<file path="src/rtl/blast_sequencer_pkg.sv">
// rtl/blast_sequencer_pkg.sv - shared tile codes, grid size and FSM/direction types for blast_sequencer
package blast_sequencer_pkg;

  localparam int STAGE_GRID = 11;

  localparam logic [3:0] TILE_EMPTY   = 4'd0;
  localparam logic [3:0] TILE_WALL    = 4'd1;
  localparam logic [3:0] TILE_BREAK   = 4'd2;
  localparam logic [3:0] TILE_PWR_MIN = 4'd3;

  localparam logic [1:0] MAX_ARM_LEN = 2'd3;

  typedef enum logic [1:0] {DIR_PX, DIR_PY, DIR_NX, DIR_NY} dir_t;

  typedef enum logic [2:0] {
    ST_IDLE, ST_INIT_RD, ST_INIT_WR, ST_ARB, ST_ARM_RD, ST_ARM_EV, ST_DONE
  } state_t;

endpackage

</file>
<file path="src/rtl/blast_sequencer_if.sv">
// rtl/blast_sequencer_if.sv - stage/init RAM port bundle between blast_sequencer and the tile RAMs
interface blast_sequencer_if;

  logic [6:0] st_addr;
  logic       st_wr_en;
  logic [3:0] st_wr_data;
  logic [3:0] st_rd_data;
  logic [3:0] init_rd_data;

  modport master (
    output st_addr, st_wr_en, st_wr_data,
    input  st_rd_data, init_rd_data
  );

  modport slave (
    input  st_addr, st_wr_en, st_wr_data,
    output st_rd_data, init_rd_data
  );

endinterface

</file>
<file path="src/rtl/blast_sequencer_rr_arbiter.sv">
// rtl/blast_sequencer_rr_arbiter.sv - rr_arbiter: one-hot grant to the first requester at or after ptr
module rr_arbiter #(
  parameter  int N  = 6,
  localparam int PW = (N > 1) ? $clog2(N) : 1
) (
  input  logic [N-1:0]  req,
  input  logic [PW-1:0] ptr,
  output logic [N-1:0]  gnt,
  output logic [PW-1:0] gnt_idx,
  output logic          gnt_valid
);

  logic [PW-1:0] idx;

  always_comb begin
    gnt       = '0;
    gnt_idx   = '0;
    gnt_valid = 1'b0;
    idx       = '0;
    for (int i = 0; i < N; i++) begin
      idx = PW'((int'(ptr) + i) % N);
      if (!gnt_valid && req[idx]) begin
        gnt[idx]  = 1'b1;
        gnt_idx   = idx;
        gnt_valid = 1'b1;
      end
    end
  end

endmodule

</file>
<file path="src/rtl/blast_sequencer.sv">
// rtl/blast_sequencer.sv - serialises bomb blasts and the stage-load pass onto the stage RAM.
// POWERUP_REVEAL_EN: breakable tiles are replaced by the hidden init power-up instead of empty.
module blast_sequencer
  import blast_sequencer_pkg::*;
#(
  parameter int NUM_REQ = 6,
  parameter int GRID    = STAGE_GRID
) (
  input  logic                 clk,
  input  logic                 reset,
  input  logic                 stage_init,
  input  logic [NUM_REQ-1:0]   det_req,
  input  logic [4*NUM_REQ-1:0] det_tx,
  input  logic [4*NUM_REQ-1:0] det_ty,
  input  logic [2*NUM_REQ-1:0] det_radius,
  output logic [NUM_REQ-1:0]   det_ack,
  blast_sequencer_if.master    ram,
  output logic                 busy,
  output logic                 blast_done,
  output logic [3:0]           cleared_cnt
);

  localparam int PW = (NUM_REQ > 1) ? $clog2(NUM_REQ) : 1;

  state_t        state_q, state_d;
  logic [PW-1:0] ptr_q, ptr_d;
  logic [6:0]    init_addr_q, init_addr_d;
  logic [3:0]    bx_q, bx_d, by_q, by_d;
  logic [1:0]    len_q, len_d, dist_q, dist_d;
  dir_t          dir_q, dir_d;
  logic [3:0]    cnt_q, cnt_d, cleared_q, cleared_d;

  logic [NUM_REQ-1:0] gnt;
  logic [PW-1:0]      gnt_idx;
  logic               gnt_valid;
  logic [1:0]         code;

  logic [4:0] cx, cy, d5, tx5, ty5;
  logic       in_range;
  logic [6:0] tgt_addr;
  logic [3:0] repl;
  logic       end_arm;

  rr_arbiter #(.N(NUM_REQ)) u_arb (
    .req       (det_req),
    .ptr       (ptr_q),
    .gnt       (gnt),
    .gnt_idx   (gnt_idx),
    .gnt_valid (gnt_valid)
  );

  assign code = det_radius[2*gnt_idx +: 2];

  // Unsigned 5-bit maths: bit 4 set means the target fell below 0 (or overflowed).
  always_comb begin
    cx  = {1'b0, bx_q};
    cy  = {1'b0, by_q};
    d5  = {3'b000, dist_q};
    tx5 = cx;
    ty5 = cy;
    case (dir_q)
      DIR_PX:  tx5 = cx + d5;
      DIR_PY:  ty5 = cy + d5;
      DIR_NX:  tx5 = cx - d5;
      default: ty5 = cy - d5;
    endcase
    in_range = !tx5[4] && !ty5[4] && (int'(tx5[3:0]) < GRID) && (int'(ty5[3:0]) < GRID);
    tgt_addr = 7'(ty5[3:0]) * 7'(GRID) + 7'(tx5[3:0]);
  end

  always_comb begin
`ifdef POWERUP_REVEAL_EN
    repl = (ram.init_rd_data >= TILE_PWR_MIN) ? ram.init_rd_data : TILE_EMPTY;
`else
    repl = TILE_EMPTY;
`endif
  end

  always_comb begin
    state_d        = state_q;
    ptr_d          = ptr_q;
    init_addr_d    = init_addr_q;
    bx_d           = bx_q;
    by_d           = by_q;
    len_d          = len_q;
    dist_d         = dist_q;
    dir_d          = dir_q;
    cnt_d          = cnt_q;
    cleared_d      = cleared_q;
    end_arm        = 1'b0;
    ram.st_addr    = '0;
    ram.st_wr_en   = 1'b0;
    ram.st_wr_data = '0;
    det_ack        = '0;
    blast_done     = 1'b0;

    case (state_q)
      ST_IDLE: if (|det_req) state_d = ST_ARB;
      ST_INIT_RD: begin
        ram.st_addr = init_addr_q;
        state_d     = ST_INIT_WR;
      end
      ST_INIT_WR: begin
        ram.st_addr    = init_addr_q;
        ram.st_wr_en   = 1'b1;
        ram.st_wr_data = (ram.init_rd_data < TILE_BREAK) ? ram.init_rd_data : TILE_BREAK;
        if (init_addr_q == 7'(GRID*GRID - 1)) begin
          state_d = ST_IDLE;
        end else begin
          init_addr_d = init_addr_q + 7'd1;
          state_d     = ST_INIT_RD;
        end
      end
      ST_ARB: begin
        if (gnt_valid) begin
          det_ack = gnt;
          bx_d    = det_tx[4*gnt_idx +: 4];
          by_d    = det_ty[4*gnt_idx +: 4];
          len_d   = (code == MAX_ARM_LEN) ? MAX_ARM_LEN : code + 2'd1;
          ptr_d   = (int'(gnt_idx) == NUM_REQ - 1) ? '0 : gnt_idx + 1'b1;
          dir_d   = DIR_PX;
          dist_d  = 2'd1;
          cnt_d   = '0;
          state_d = ST_ARM_RD;
        end else begin
          state_d = ST_IDLE;
        end
      end
      ST_ARM_RD: begin
        if (in_range) begin
          ram.st_addr = tgt_addr;
          state_d     = ST_ARM_EV;
        end else begin
          end_arm = 1'b1;
        end
      end
      ST_ARM_EV: begin
        ram.st_addr = tgt_addr;
        if (ram.st_rd_data == TILE_EMPTY) begin
          if (dist_q == len_q) begin
            end_arm = 1'b1;
          end else begin
            dist_d  = dist_q + 2'd1;
            state_d = ST_ARM_RD;
          end
        end else if (ram.st_rd_data == TILE_WALL) begin
          end_arm = 1'b1;
        end else begin
          ram.st_wr_en   = 1'b1;
          ram.st_wr_data = (ram.st_rd_data == TILE_BREAK) ? repl : TILE_EMPTY;
          cnt_d          = cnt_q + 4'd1;
          end_arm        = 1'b1;
        end
      end
      ST_DONE: begin
        blast_done = 1'b1;
        state_d    = (|det_req) ? ST_ARB : ST_IDLE;
      end
      default: state_d = ST_IDLE;
    endcase

    if (end_arm) begin
      if (dir_q == DIR_NY) begin
        state_d   = ST_DONE;
        cleared_d = cnt_d;
      end else begin
        dir_d   = dir_t'(dir_q + 2'd1);
        dist_d  = 2'd1;
        state_d = ST_ARM_RD;
      end
    end

    // A load request overrides everything, including a blast's pending write and grant.
    if (stage_init) begin
      state_d      = ST_INIT_RD;
      init_addr_d  = '0;
      cleared_d    = cleared_q;
      det_ack      = '0;
      ram.st_wr_en = 1'b0;
    end
  end

  always_ff @(posedge clk) begin
    if (reset) begin
      state_q     <= ST_IDLE;
      ptr_q       <= '0;
      init_addr_q <= '0;
      bx_q        <= '0;
      by_q        <= '0;
      len_q       <= '0;
      dist_q      <= '0;
      dir_q       <= DIR_PX;
      cnt_q       <= '0;
      cleared_q   <= '0;
    end else begin
      state_q     <= state_d;
      ptr_q       <= ptr_d;
      init_addr_q <= init_addr_d;
      bx_q        <= bx_d;
      by_q        <= by_d;
      len_q       <= len_d;
      dist_q      <= dist_d;
      dir_q       <= dir_d;
      cnt_q       <= cnt_d;
      cleared_q   <= cleared_d;
    end
  end

  assign busy        = (state_q != ST_IDLE);
  assign cleared_cnt = cleared_q;

endmodule

</file>
<file path="src/flat_wrapper.sv">
// flat-port wrapper written by rule: the top's interface ports become plain ports
module blast_sequencer_flat import blast_sequencer_pkg::*;
#(
  parameter int NUM_REQ = 6,
  parameter int GRID    = STAGE_GRID
)
  (clk, reset, stage_init, det_req, det_tx, det_ty, det_radius, det_ack, busy, blast_done, cleared_cnt, ram_st_addr, ram_st_wr_en, ram_st_wr_data, ram_st_rd_data, ram_init_rd_data);
  blast_sequencer_if ram_i ();
  input  logic clk;
  input  logic reset;
  input  logic stage_init;
  input  logic [NUM_REQ-1:0] det_req;
  input  logic [4*NUM_REQ-1:0] det_tx;
  input  logic [4*NUM_REQ-1:0] det_ty;
  input  logic [2*NUM_REQ-1:0] det_radius;
  output logic [NUM_REQ-1:0] det_ack;
  output logic busy;
  output logic blast_done;
  output logic [3:0] cleared_cnt;
  output wire logic [$bits(ram_i.st_addr)-1:0] ram_st_addr;
  output wire logic [$bits(ram_i.st_wr_en)-1:0] ram_st_wr_en;
  output wire logic [$bits(ram_i.st_wr_data)-1:0] ram_st_wr_data;
  input wire logic [$bits(ram_i.st_rd_data)-1:0] ram_st_rd_data;
  input wire logic [$bits(ram_i.init_rd_data)-1:0] ram_init_rd_data;
  assign ram_st_addr = ram_i.st_addr;
  assign ram_st_wr_en = ram_i.st_wr_en;
  assign ram_st_wr_data = ram_i.st_wr_data;
  assign ram_i.st_rd_data = ram_st_rd_data;
  assign ram_i.init_rd_data = ram_init_rd_data;
  blast_sequencer #(.NUM_REQ(NUM_REQ), .GRID(GRID)) u_core (.clk(clk), .reset(reset), .stage_init(stage_init), .det_req(det_req), .det_tx(det_tx), .det_ty(det_ty), .det_radius(det_radius), .det_ack(det_ack), .ram(ram_i), .busy(busy), .blast_done(blast_done), .cleared_cnt(cleared_cnt));
endmodule
</file>
<file path="config.mk">
export PLATFORM = sky130hd
export DESIGN_NAME = blast_sequencer_flat
export DESIGN_NICKNAME = d
export VERILOG_FILES = /design/src/rtl/blast_sequencer_pkg.sv /design/src/rtl/blast_sequencer_if.sv /design/src/rtl/blast_sequencer_rr_arbiter.sv /design/src/rtl/blast_sequencer.sv /design/src/flat_wrapper.sv
export SDC_FILE = /design/constraint.sdc
export NUM_CORES = 1
export LEC_CHECK = 0
export CORE_MARGIN = 5
export CORE_UTILIZATION = 40
export CTS_CLUSTER_DIAMETER = 30
export DETAILED_ROUTE_END_ITERATION = 7
export PLACE_DENSITY_LB_ADDON = 0.2
export SLEW_MARGIN = 15
export SYNTH_ARGS = -nofsm -noshare
export SYNTH_HDL_FRONTEND = slang
export SYNTH_HIERARCHICAL = 1
export SYNTH_SLANG_ARGS = --single-unit
</file>
<file path="constraint.sdc">
create_clock -name clk -period 6.5 [get_ports clk]
set_input_delay 0.975 -clock clk [delete_from_list [all_inputs] [get_ports clk]]
set_output_delay 0.975 -clock clk [all_outputs]
set_load 0.02 [all_outputs]
</file>
### Yosys cells after proc, flatten, opt, wreduce, memory -nomap -nowiden

Index checks and enable logic that the tools add are counted.

* output and inout port bits: 24
* logic and storage cells: 202
* input bits: 77
* flip-flop bits (word level): 35

* equality and inequality tests: 22
* reduce and logical (&&, ||, !) cells: 34
* $lt $le $gt $ge: 15
* div/mod/pow operators: 6
* $add $sub $neg: 16
* mux-type cells: 87
* $mul: 1
* shift-type cells: 3
* bitwise operators: 7

Operators by type and width (number)
* $mod A32 B4 Y32 const B: 5
* $mux W6: 9
* $shiftx A24 B6 Y4: 2
* $mux W3: 13
* $mod A4 B4 Y32 const B: 1
* $or A6 B6 Y6: 5
* $mux W1: 27
* $lt A3 B4 Y1 const B: 6
* $mux W2: 12
* $pmux W3 S7: 1
* $pmux W7 S3: 1
* $mux W4: 5
* $pmux W5 S2: 2
* $bmux W1 S3: 6
* $demux W1 S3: 6
* $ge A3 B1 Y1 const B: 6
* $logic_and A1 B1 Y1: 14
* $eq A3 B3 Y1 const B: 4
* $ne A4 B2 Y1 const B: 3
* $shiftx A12 B5 Y2: 1
* $add A4 B2 Y5: 2
* $sub A4 B2 Y5: 2
* $ne A3 B1 Y1 const B: 3
* $add A3 B2 Y4 const B: 2
* 34 further kinds: 53

### Logic depth before layout (Yosys ltp)

* depth after elaboration: 23
* gate-level depth with buffers: 21
* depth with buffers taken out: 18

### Hierarchy

The synthesis kept the hierarchy.

Modules (own cells, without submodules)
* blast_sequencer: times used 1, seq. area each 700.7 µm², area each 3163.0 µm², cells each 369
* rr_arbiter: times used 1, seq. area each 0.0 µm², area each 1156.1 µm², cells each 151

### Least setup slack after synthesis

No wires, ideal clock.

* path kind: reg-to-output
* start point: reg u_core.dist_q[0]
* end point: out ram_st_addr[6]
* data arrival time: 4.176 ns
* stages on the path, launching flop included: 19
* slack: 1.349 ns
* path buffers: 0
* data required time: 5.525 ns
* cells stage by stage: dfxtp_1 inv_1 ha_1 mux2_2 inv_1 fa_1 or3_1 nand3_1 xnor2_1 ha_1 xnor2_1 fa_1 inv_1 ha_1 a21o_1 a21o_1 a21oi_1 xnor2_1 a22o_1

* cells in the longest elaborated chain, start to end: 8
* elaborated cells between the ends (all ways): 17
* classes of those cells: 5 x add/sub; 1 x mul; 2 x order compare; 4 x mux; 5 x reduce/logical

Ends and longest elaborated chain
* from (decl): RTL line blast_sequencer.sv:29 `logic [1:0] len_q, len_d, dist_q, dist_d;`
* from (signal assigned): RTL line blast_sequencer.sv:202 `dist_q <= dist_d;`
* branches (longest 7 deep; another with $mul A4 B4 Y7)
* $pmux W7 S3 *: RTL line blast_sequencer.sv:97 `case (state_q)`
* to (decl): RTL line flat_wrapper.sv:20 `output wire logic [$bits(ram_i.st_addr)-1:0] ram_st_addr;`

Mark *: on every way between the ends.

### Final worst setup path

Same ends and word-level chain as after synthesis.

==> metrics.md <==
| Metric | Value |
|---|---|
| Area contributors post-synth | `dfxtp_1 16%, ha_1 12%, mux2_2 6.3%, mux4_2 5.2%, nor2_1 4.5%` |
| Critical path, cell by cell | `inv_1, ha_1, mux2_2, inv_1, fa_1, or3_1, nand3_1, xnor2_1, ha_1, xnor2_1, fa_1, inv_1, ha_1, a21o_1, a21o_1, a21oi_1, xnor2_1, a22o_1, clkdlybuf4s50_1` |
| Leakage power | `2.17 nW` |
| Worst-Margin Slew | `0.871 ns` |
| CP Buf/Inv Count | `4` |
| Antenna-violating nets left | `0` |
| DR vias/cell | `approximately 5.6` |
| Rel. slew slack | `41.4%` |
| RD Place Congestion | `0.917` |
| Drt first-iter violations | `~230` |
| Root Driver | `clkbuf_8` |
| Final period util | `95.2%` |
| Row count | `38` |
| Crit Path Category | `reg2out` |
| DP Wirelength | `9630 um` |
| CORE AREA | `10700 um^2` |
| DR DRC count | `0` |
| Post-synth EDFFs | `0` |
| Final WL | `11900 um` |
| Total global routing overflow | `0` |
| I/O Pins | `a little over 100` |
| Crit start category | `flip-flop` |
| Post-CTS setup buffers | `0` |
| FF+latch count, synth | `35` |
| RSZ-0062 raised after global routing | `false` |
| Initial antenna violation count | `0` |
| First-pass GRT wire length | `19800 um` |
| Filler cells | `1052` |
| Vias | `about 4200` |
| CP arrival | `5.21 ns` |
| Initial core utilization | `between 40% and 50%` |
| Async S/R FF share, synth | `0%` |
| Top-count cell post-synth | `nor2_1` |
| Pwr dens | `144 nW/um^2` |
| Tightest Hold Check Type | `reg2reg` |
| Post-Route Utilization | `51.5%` |
| Post-Syn Area | `roughly 4300 um^2` |
| Clock transition at path regs | `0.08 ns` |
| Nets@finish | `732` |
| Vias in the first global route | `4276` |
| CTS tree | `done` |
| Grt met3 use | `3.02%` |
| Max IR drop VDD | `79.0 uV` |
| Cts hold-fix bufs | `0` |
| Final clock skew | `between 0.006 and 0.007 ns` |
| Distinct cell type count after synthesis | `74` |
| Peak Freq | `0.162 GHz` |
| CTS resizes | `0` |
| Main flop type after synthesis | `dfxtp_1` |
| Tot GR Track Use | `between 15 and 20%` |
| Total negative setup slack | `0 ns` |
| N_diodes | `0` |
| Largest net degree at the start of global routing | `30` |
| Yosys warnings | `6` |
| CP endpoint kind | `primary output` |
| Seq/Total Area, Yosys | `between 10% and 20%` |
| Worst skew pair latency | `0.29 ns` |
| Max Cap Viol | `0` |
| Final Critical Period | `6.19 ns` |
| Drt pass-1 iters | `5` |
| Yosys top cell by area | `dfxtp_1` |
| CP Max Fanout | `7` |
| Die Span X | `~110 um` |
| Fin. max-slew vios | `0` |
| Most frequent cells after synthesis | `52 x nor2_1, 42 x ha_1, 37 x inv_1` |
| Num CTS Buffers | `5` |
| Data required, critical path | `roughly 5.5 ns` |
| Delay-heaviest family, CP | `adder cells` |
| Crit-path slowest cell | `clkdlybuf4s50_1` |
| Clock sink count | `35` |
| Largest family of logic cells by synthesized area | `compound AO/OA/AOI/OAI gates` |
| Simple-Gate Fraction of Synth Area | `21.1%` |
| H-tree depth | `2` |
| Synth Instances | `between 500 and 600` |
| Post-synthesis xor/xnor area fraction | `5.24%` |
| Top-area cell type share of the netlist area | `16.2%` |
| Adder-cell area share of the yosys netlist | `between 10 and 15%` |
| Die height | `114 um` |
| Crit path largest cell delay | `0.60 ns` |
| GRT busiest layer | `met2` |
| Met2 Usage GRT | `31.0%` |
| Post-synthesis compound-gate area fraction | `21.3%` |
| Proportion of synthesized area in mux cells | `15.6%` |
| Die area | `about 13000 um^2` |
| Area Overhead vs Synth | `27.5%` |
| Avg WL per Cell | `15.9 um` |
| GRT met1 Usage | `24.4%` |
| Hold Fails Final Rpt | `0` |
| Final setup vio count | `0` |
| I/O Buffers | `98` |
| Share of cells above drive strength 1 | `11.0%` |
| Maximum clock insertion buffer count | `2` |
| Syn_area_per_cell | `8.31 um^2` |
| Status | `finished, final reports clean` |
tightest hold or removal path, stage by stage, from the launching register on:
cell and delay, ns:
dfxtp_1 0.31, nand3_1 0.06, a21oi_1 0.07
logic make-up (layout without fill, tap and decap cells):
kind of cell / after synthesis / count (layout)
simple gates: 176 / 176
compound gates: 122 / 122
buf+inv: 61 / 149
mux: 52 / 52
fa+ha+maj: 48 / 48
flops: 35 / 35
xor+xnor: 25 / 25
other cells: 1 / 2
flip-flops by register name (all words and copies together) (netlist names):
signal              count
u_core/ptr_q            3
u_core/cnt_q            4
u_core/init_addr_q      7
u_core/dist_q           2
u_core/len_q            2
u_core/state_q          3
u_core/bx_q             4
u_core/by_q             4
u_core/cleared_cnt      4
u_core/dir_q            2
metal layers:
metal	share of wire [%]	routed length [um]	up-vias
met5	0	0	-
met4	0.89	106	0
met3	5.9	698	10
met2	48	5700	124
met1	45	5420	1962
li1	-	-	2072
cells in the final DEF (no fill, tap or decap), types with 3 or more instances in the layout:
| cell type | instances |
|---|---|
| nor2_1 | 52 |
| inv_1 | 37 |
| mux2_2 | 24 |
| and2_1 | 4 |
| nand2b_1 | 11 |
| a211oi_1 | 10 |
| nand4_1 | 5 |
| a21boi_0 | 3 |
| a21oi_1 | 30 |
| nor4_1 | 3 |
| ha_1 | 42 |
| a22o_1 | 7 |
| nor3_1 | 18 |
| nor2b_1 | 12 |
| o21ai_0 | 16 |
| xor2_1 | 9 |
| clkdlybuf4s50_1 | 98 |
| nand3b_1 | 3 |
| mux4_2 | 10 |
| nand3_1 | 11 |
| or2_2 | 3 |
| and3_1 | 8 |
| xnor2_1 | 15 |
| fa_1 | 5 |
| a311oi_1 | 3 |
| nand2_1 | 29 |
| a21o_1 | 6 |
| a221oi_1 | 11 |
| buf_4 | 6 |
| o21a_1 | 4 |
| mux2i_1 | 18 |
| clkbuf_8 | 5 |
| a22oi_1 | 3 |
| or3_1 | 3 |
| dfxtp_1 | 35 |
per-stage QoR:
stage / cell area (um^2) / hold slack (ns) / instances / power, W / setup WS, ns
6_report: 5510 / 0.491 / 749 / 0.000793 / 0.310
5_1_grt: 5510 / 0.541 / 749 / 0.000851 / 0.0270
4_1_cts: 5510 / 0.495 / 749 / 0.000802 / 0.286
3_5_place_dp: 5420 / 0.486 / 741 / 0.000641 / 0.641
3_3_place_gp: 5420 / 0.470 / 741 / 0.000634 / 0.719
2_1_floorplan: 4320 / 0.452 / 521 / 0.000521 / 1.35
worst paths after layout:
path               startpoint               to  slack, ns  depth (start not counted)
max          u_core/dist_q[0]   ram_st_addr[6]       0.31                         19
min           u_core/cnt_q[3]  u_core/cnt_q[3]       0.49                          2
max reg2reg   u_core/ptr_q[1]   u_core/bx_q[0]       0.97                         16
min reg2reg   u_core/cnt_q[3]  u_core/cnt_q[3]       0.49                          2
report_power, final:
| part | total [W] | internal, W | leakage, nW | switching (W) |
|---|---|---|---|---|
| sequential | 0.000231 | 0.000220 | 0.284 | 0.0000110 |
| clock | 0.000156 | 0.0000749 | 0.0412 | 0.0000815 |
| combinational | 0.000405 | 0.000196 | 1.84 | 0.000209 |
final cells by class:
| class | instances | area, um^2 | area share (%) |
|---|---|---|---|
| Multi-Input combinational cell | 425 | 3380 | 61.4 |
| Inverter | 37 | 139 | 2.52 |
| Sequential cell | 35 | 701 | 12.7 |
| Tap cell | 140 | 175 | 3.18 |
| Clock buffer | 6 | 72.6 | 1.32 |
| Clock inverter | 2 | 12.5 | 0.227 |
| Timing Repair Buffer | 104 | 1030 | 18.6 |
(Power assumes the default switching activity.)
